File: src/rtl/branch_pc_if.sv
// Fetch-PC redirect bus: hazard/branch inputs toward the PC unit, fetch address and status back.
interface branch_pc_if #(
  parameter int WIDTH = 64
);
  logic             stall;
  logic             br_valid;
  logic             br_is_reg;
  logic [WIDTH-1:0] br_pc;
  logic [WIDTH-1:0] br_off_sh;
  logic [WIDTH-1:0] br_reg_tgt;
  logic [WIDTH-1:0] pc;
  logic             pc_valid;
  logic             flush;
  logic             align_fault;

  modport master (
    output stall, br_valid, br_is_reg, br_pc, br_off_sh, br_reg_tgt,
    input  pc, pc_valid, flush, align_fault
  );

  modport slave (
    input  stall, br_valid, br_is_reg, br_pc, br_off_sh, br_reg_tgt,
    output pc, pc_valid, flush, align_fault
  );
endinterface

File: src/rtl/branch_pc_unit.sv
// Fetch-stage PC register with PC-relative / register branch redirect, stall hold and
// a pending-redirect slot so a branch resolved under stall is applied once the stall clears.
module branch_pc_unit #(
  parameter int                 WIDTH    = 64,
  parameter logic [WIDTH-1:0]   RESET_PC = '0
) (
  input  logic      clk,
  input  logic      reset_n,
  branch_pc_if.slave bus
);

  typedef enum logic [1:0] {
    BOOT = 2'd0,
    RUN  = 2'd1,
    HOLD = 2'd2
  } state_t;

  state_t           state_reg, state_next;
  logic [WIDTH-1:0] pc_reg, pc_next;
  logic [WIDTH-1:0] pend_reg, pend_next;
  logic             flush_reg, flush_next;
  logic             fault_reg, fault_next;

  logic [WIDTH-1:0] tgt;
  logic [WIDTH-1:0] tgt_aligned;
  logic             misaligned;

  always_ff @(posedge clk or negedge reset_n) begin
    if (!reset_n) begin
      state_reg <= BOOT;
      pc_reg    <= RESET_PC;
      pend_reg  <= '0;
      flush_reg <= 1'b0;
      fault_reg <= 1'b0;
    end else begin
      state_reg <= state_next;
      pc_reg    <= pc_next;
      pend_reg  <= pend_next;
      flush_reg <= flush_next;
      fault_reg <= fault_next;
    end
  end

  // Misaligned targets are still taken, with the low two bits cleared.
  always_comb begin
    tgt         = bus.br_is_reg ? bus.br_reg_tgt : (bus.br_pc + bus.br_off_sh);
    tgt_aligned = {tgt[WIDTH-1:2], 2'b00};
    misaligned  = |tgt[1:0];
  end

  always_comb begin
    state_next = state_reg;
    pc_next    = pc_reg;
    pend_next  = pend_reg;
    flush_next = 1'b0;
    fault_next = fault_reg;

    case (state_reg)
      BOOT: begin
        state_next = RUN;
      end

      RUN: begin
        if (bus.br_valid) begin
          flush_next = 1'b1;
          fault_next = fault_reg | misaligned;
          if (bus.stall) begin
            pend_next  = tgt_aligned;
            state_next = HOLD;
          end else begin
            pc_next = tgt_aligned;
          end
        end else if (!bus.stall) begin
          pc_next = pc_reg + WIDTH'(4);
        end
      end

      HOLD: begin
        if (bus.br_valid) begin
          flush_next = 1'b1;
          fault_next = fault_reg | misaligned;
        end
        // Newest branch wins over the one already pending.
        if (bus.stall) begin
          if (bus.br_valid) begin
            pend_next = tgt_aligned;
          end
        end else begin
          pc_next    = bus.br_valid ? tgt_aligned : pend_reg;
          state_next = RUN;
        end
      end

      default: begin
        state_next = BOOT;
      end
    endcase
  end

  assign bus.pc          = pc_reg;
  assign bus.pc_valid    = (state_reg != BOOT);
  assign bus.flush       = flush_reg;
  assign bus.align_fault = fault_reg;

endmodule

File: src/flat_wrapper.sv
// flat-port wrapper written by rule: the top's interface ports become plain ports
module branch_pc_unit_flat 
#(
  parameter int                 WIDTH    = 64,
  parameter logic [WIDTH-1:0]   RESET_PC = '0
)
  (clk, reset_n, bus_stall, bus_br_valid, bus_br_is_reg, bus_br_pc, bus_br_off_sh, bus_br_reg_tgt, bus_pc, bus_pc_valid, bus_flush, bus_align_fault);
  branch_pc_if #(.WIDTH(WIDTH)) bus_i ();
  input  logic clk;
  input  logic reset_n;
  input wire logic [$bits(bus_i.stall)-1:0] bus_stall;
  input wire logic [$bits(bus_i.br_valid)-1:0] bus_br_valid;
  input wire logic [$bits(bus_i.br_is_reg)-1:0] bus_br_is_reg;
  input wire logic [$bits(bus_i.br_pc)-1:0] bus_br_pc;
  input wire logic [$bits(bus_i.br_off_sh)-1:0] bus_br_off_sh;
  input wire logic [$bits(bus_i.br_reg_tgt)-1:0] bus_br_reg_tgt;
  output wire logic [$bits(bus_i.pc)-1:0] bus_pc;
  output wire logic [$bits(bus_i.pc_valid)-1:0] bus_pc_valid;
  output wire logic [$bits(bus_i.flush)-1:0] bus_flush;
  output wire logic [$bits(bus_i.align_fault)-1:0] bus_align_fault;
  assign bus_i.stall = bus_stall;
  assign bus_i.br_valid = bus_br_valid;
  assign bus_i.br_is_reg = bus_br_is_reg;
  assign bus_i.br_pc = bus_br_pc;
  assign bus_i.br_off_sh = bus_br_off_sh;
  assign bus_i.br_reg_tgt = bus_br_reg_tgt;
  assign bus_pc = bus_i.pc;
  assign bus_pc_valid = bus_i.pc_valid;
  assign bus_flush = bus_i.flush;
  assign bus_align_fault = bus_i.align_fault;
  branch_pc_unit #(.WIDTH(WIDTH), .RESET_PC(RESET_PC)) u_core (.clk(clk), .reset_n(reset_n), .bus(bus_i));
endmodule
File: config.mk
export PLATFORM = sky130hd
export DESIGN_NAME = branch_pc_unit_flat
export DESIGN_NICKNAME = d
export VERILOG_FILES = /design/src/rtl/branch_pc_if.sv /design/src/rtl/branch_pc_unit.sv /design/src/flat_wrapper.sv
export SDC_FILE = /design/constraint.sdc
export NUM_CORES = 1
export LEC_CHECK = 0
export CORE_UTILIZATION = 40
export CTS_BUF_LIST = sky130_fd_sc_hd__clkbuf_4 sky130_fd_sc_hd__clkbuf_8
export DETAILED_ROUTE_END_ITERATION = 8
export PLACE_DENSITY_LB_ADDON = 0.05
export RECOVER_POWER = 100
export SYNTH_ARGS = -nofsm -noshare
export SYNTH_HDL_FRONTEND = slang
export SYNTH_SLANG_ARGS = --single-unit
File: constraint.sdc
create_clock -name clk -period 8 [get_ports clk]
set_input_delay 2 -clock clk [delete_from_list [all_inputs] [get_ports clk]]
set_output_delay 2 -clock clk [all_outputs]
set_load 0.01 [all_outputs]
==> out/qor.yml, run 1 <==
status: "finished with violations"
failed_checks: "capacitance limit, slew limit"
p_per_area_nw_per_um2: 257.5
yosys-top-cells-area: "dfrtp_1, o21ai_0, ha_1"
ff2ff_setup_slack_ps: 3900
postCtsHoldBufs: 0
reg2reg_from: "u_core.state_reg[0]"
place.gp.congestion: 0.9169
wl_per_cell_um: 20.22
antenna_cells: 0
post_cts_resized: 0
via_per_inst: 5.806
path_max_fanout: 6
muxShareOfSynthArea: 0.03909
dp_hpwl_um: 33450
drc: 0
tns_ps: 0
path_class: "primary input to flop"
drive_gt1_frac: 0.05483
cts_max_level: 4
ys_warn_count: 0
clk_pin_slew_ps: 80
synth_seq_cells: 132
power_leakage_nw: 6.245
met1_usage: 0.4319
grtUsageTotal: 0.2852
grt_pass1_wl_um: 67570
utilization: 0.5200
dieArea_sq_um: 30460
synth_compound_area_frac: 0.2739
setup_violations: 0
synth_edf_count: 0
syn_area_per_cell_sq_um: 7.603
maxClockFrequency_mhz: 160.7
antenna_found_initial: 0
period_needed_ps: 6224
rr_worst_depth: 8
synth_top_family_by_area: "compound AO/OA/AOI/OAI gates"
setup_slack_ps: 1776
post-route-period-util: 0.7780
finalMaxSlewViolations: 76
postSynthNetCount: 1831
async_flop_share: 1.000
clock_latency_ps: 460
worst_setup_path_end_kind: "flop"
yosys-top-cells-count: "nand2_1, o21ai_0, a21oi_1"
cts_tree: "yes"
initial_core_util: 0.4104
fin_worst_skew_ps: 17.04
synthXorXnorAreaFrac: 0.07062
worstPathRequired_ps: 8330
vias: 12500
worstPathArrival_ps: 6560
grt_overflow: 0
cp-start-kind: "primary input"
ant_nets: 0
row_count: 62
fin_nets: 2021
dr.pass1.iters: 6
cts.sinks: 132
die_y_um: 174.5
cp-endpoint: "u_core.pend_reg[61]"
syn-cell-area_sq_um: 11910
cap_violations: 1
dpl_worst_slack_ps: 2261
instances_no_fill: 2153
synth_top_area_cell: "dfrtp_1"
busiest_layer: "met1"
root_buffer: "clkbuf_8"
rsz0062_at_grt: "false"
synth_most_common_cell: "nand2_1"
grt.met2_usage: 0.4143
irDropWorstVdd_mv: 0.1373
crit_start: "bus_br_off_sh[9]"
worstMarginPinSlew_ps: 4263
yosysSeqAreaShare: 0.2774
finalHoldViolations: 0
fp.dieW_um: 174.5
routed_wl_um: 43530
coreArea_sq_um: 29010
holdCritPathClass: "flop to flop"
yosys.cell_types.count: 80
grtUsageMet3: 0.04987
io_buffers: 263
cts_buffers: 17
hold_slack_ps: 458.6
area_delta_synth_final_pct: 26.70
synth_fa_ha_area_frac: 0.07209
slew_headroom: -1.842
r2r_end: "u_core.pend_reg[60]"
synth_top_flop_cell: "dfrtp_1"
synth_top_area_share: 0.2774
drt_iter0_drc: 1374
cts_setup_buffers: 0
yosys.area_share.simple: 0.2205
num_io_pins: 264
synthCells: 1566
clockBufferDepth: 2
dp_cells: 2121
grt_pass1_vias: 11660
grt_max_degree: 90
-- how the worst min path moves through the flow --
stage	start	endpoint	slack [ps]	depth (start not counted)
global route	u_core.bus.align_fault	u_core.bus.align_fault	500	1
global placement	u_core.bus.align_fault	u_core.bus.align_fault	440	1
detailed placement	u_core.bus.align_fault	u_core.bus.align_fault	450	1
floorplan	u_core.pend_reg[56]	u_core.pend_reg[56]	440	2
finish	u_core.bus.align_fault	u_core.bus.align_fault	460	1
CTS	u_core.bus.align_fault	u_core.bus.align_fault	470	1
-- cells in the final DEF (no fill, tap or decap), drive strengths merged, types with 13 or more instances in the layout --
cell,Yosys,routed
clkbuf,92,20
mux2i,24,24
nor2,139,139
ha,67,67
dlygate4sd3,0,72
a31oi,26,26
xor2,44,44
dfrtp,132,132
buf,13,15
o21ai,182,182
a21oi,152,152
mux2,20,20
nand2,216,216
o21bai,18,18
xnor2,52,52
nand3,57,57
a221oi,14,14
and2,13,13
clkdlybuf4s50,0,188
inv,31,32
nor3,27,27
nand4,36,36
and3,29,29
a21o,37,37
-- through the flow --
stage / power, mW / cell area (sq um)
after floorplan: 2.423 / 11910
after global placement: 3.237 / 14680
after detailed placement: 3.262 / 14680
after CTS: 3.936 / 15140
after global routing: 4.172 / 15090
final: 3.885 / 15090
-- critical path, stage by stage --
cell           delay, ps
dlygate4sd3_1        550
ha_1                 400
and4_1               280
and3_1               160
o21ai_0              210
a2111oi_0           1160
o21bai_2             210
a2111oi_4            490
o2111ai_1            230
a22oi_1              540
mux2i_1              250
nand3_1               80
-- logic make-up (layout without fill, tap and decap cells) --
family,Yosys count,count (layout)
adders and majority gates,68,68
buffers and inverters,136,339
DFF,132,132
AOI/OAI and AO/OA,528,528
muxes,44,44
xor gates and xnor gates,96,96
and+or+nand+nor,562,562
-- routing by layer --
layer  vias up  wire (um)
li1       6065          -
met1      5865      20940
met2       529      18620
met3        42       3276
met4         0        684
met5         -          0
-- power breakdown --
part	leakage [nW]	internal, mW	switching, mW	total [mW]
registers	1.62	0.974	0.327	1.30
clock network	0.237	0.383	0.285	0.668
logic	4.39	0.824	1.09	1.92
total	6.25	2.18	1.70	3.88
-- final cells by class --
type,count,area (sq um)
inverter,31,116.4
tap,384,480.5
timing repair buffer,276,2714
clock inverter,13,205.2
fill,2882,13930
clock buffer,19,255.2
sequential,132,3303
multi-input combinational,1298,8011
Note: power is estimated with default switching activity, not from simulation.
==> inputs of run 2 (changes only) <==
==> constraint.sdc (replaced) <==
create_clock -name clk -period 5.1 [get_ports clk]
set_input_delay 1.275 -clock clk [delete_from_list [all_inputs] [get_ports clk]]
set_output_delay 1.275 -clock clk [all_outputs]
set_load 0.01 [all_outputs]
==> out/qor.yml, run 2 (synthesized netlist as in run 1, its figures left out) <==
slew_headroom: -1.095
place.gp.congestion: 0.9254
min_to: "u_core.bus.align_fault"
status: "finished with violations"
via_per_inst: 5.823
post_cts_resized: 0
path_class: "primary input to flop"
cts.sinks: 132
cp_common_cell: "a2111oi_4"
finalPower_mw: 5.909
p_per_area_nw_per_um2: 392.0
cp_cell_sequence: "dlygate4sd3_1 > ha_1 > and4_1 > and3_1 > o21ai_2 > a2111oi_4 > o21bai_1 > a2111oi_4 > o2111ai_1 > a22oi_1 > mux2i_1 > nand3_1"
maxClockFrequency_mhz: 218.2
area_delta_synth_final_pct: 26.61
max_stage_delay_ps: 540
grt_pass1_vias: 11760
comb_power_share: 0.511
fin_worst_skew_ps: 9.282
drive_gt1_frac: 0.05787
finalHoldViolations: 0
dr.pass1.iters: 7
grtUsageTotal: 0.2859
num_io_pins: 264
hold_slack_ps: 455.8
routed_wl_um: 43670
r2r_end: "u_core.bus.pc[54]"
cts_max_level: 4
reg2reg_from: "u_core.state_reg[0]"
mostFrequentLayoutCells: "nand2_1, clkdlybuf4s50_1, o21ai_0, a21oi_1, nor2_1"
place_area_sq_um: 14760
irDropWorstVdd_mv: 0.2221
dieArea_sq_um: 30460
initial_core_util: 0.4104
antenna_found_initial: 1
wl_per_cell_um: 20.18
cp-start-kind: "primary input"
dp_hpwl_um: 34150
rsz0062_at_grt: "false"
fin_area_sq_um: 15070
power_leakage_nw: 6.232
cap_violations: 4
worst_setup_path_end_kind: "flop"
tns_ps: 0
vias: 12600
layout_commonest_cell: "nand2_1"
cts_tree: "yes"
p_int_mw: 3.221
switchingPower_mw: 2.688
swShare: 0.4549
grt_pass1_wl_um: 67870
holdCritPathClass: "flop to flop"
worstPathRequired_ps: 5440
clock_latency_ps: 460
finalMaxSlewViolations: 243
antenna_cells: 0
root_buffer: "clkbuf_8"
cts_setup_buffers: 0
die_y_um: 174.5
utilization: 0.5196
p_seq_frac: 0.346
coreArea_sq_um: 29010
drc: 0
fin_nets: 2032
clk_pin_slew_ps: 80
critPathSlowestCell: "dlygate4sd3_1"
ff2ff_setup_slack_ps: 960
failed_checks: "capacitance limit, slew limit"
worstMarginPinSlew_ps: 3142
worstPathArrival_ps: 4920
drt_iter0_drc: 1120
postCtsHoldBufs: 0
path_max_fanout: 6
whs_path_depth: 1
ant_nets: 0
grt_max_degree: 89
fp.dieW_um: 174.5
clockBufferDepth: 2
post-route-period-util: 0.8985
hold_path_startpoint: "u_core.bus.align_fault"
row_count: 62
cts_buffers: 17
pwr-share-clk: 0.142
io_buffers: 263
rr_worst_depth: 9
grt_overflow: 0
setup_violations: 0
period_needed_ps: 4582
[run 2: layout make-up]
| cell class | instances | area [sq um] |
|---|---|---|
| Tap cell | 384 | 480.5 |
| Clock buffer | 17 | 234.0 |
| Clock inverter | 15 | 133.9 |
| Multi-Input combinational cell | 1298 | 8038 |
| Inverter | 31 | 116.4 |
| Timing Repair Buffer | 287 | 2769 |
| Sequential cell | 132 | 3303 |
| Fill cell | 2878 | 13940 |
[run 2: how the worst max path moves through the flow]
stage                     start                  end  slack [ps]  cells past startpoint
2_1_floorplan  bus_br_off_sh[0]    u_core.bus.pc[36]        1110                     12
3_3_place_gp   bus_br_off_sh[0]    u_core.bus.pc[44]         380                     13
3_5_place_dp   bus_br_off_sh[0]    u_core.bus.pc[44]         320                     13
4_1_cts        bus_br_off_sh[0]    u_core.bus.pc[44]         810                     13
5_1_grt        bus_br_off_sh[0]    u_core.bus.pc[48]         310                     12
6_report       bus_br_off_sh[7]  u_core.pend_reg[61]         520                     12
[run 2: layer usage]
layer,global-route usage,vias to the layer above,part of all wire
met5,0,-,0.00021
met4,0.06558,2,0.014
met3,0.04681,39,0.072
met2,0.4157,513,0.42
met1,0.4362,5962,0.49
li1,-,6085,-
[run 2: power by group through the flow]
stage	combinational, mW	clock [mW]	sequential [mW]
floorplan	1.79	0	2.01
global placement	3.07	0	2.05
detailed placement	3.10	0	2.06
CTS	3.11	0.860	2.04
global route	3.36	0.891	2.11
finish	3.02	0.841	2.05
[run 2: per-stage QoR]
stage | instances | setup WS, ps
finish | 2164 | 517.5
global route | 2164 | 312.1
CTS | 2164 | 811.3
detailed placement | 2132 | 321.2
global placement | 2132 | 375.5
floorplan | 1566 | 1108
[run 2: worst max-delay path, delay by kind of cell]
kind / cells / cell delay (ps)
AO/OA/AOI/OAI: 6 / 1870
adder cells (fa/ha/maj): 1 / 410
buffers and inverters: 1 / 540
multiplexers: 1 / 250
AND/OR/NAND/NOR: 3 / 580
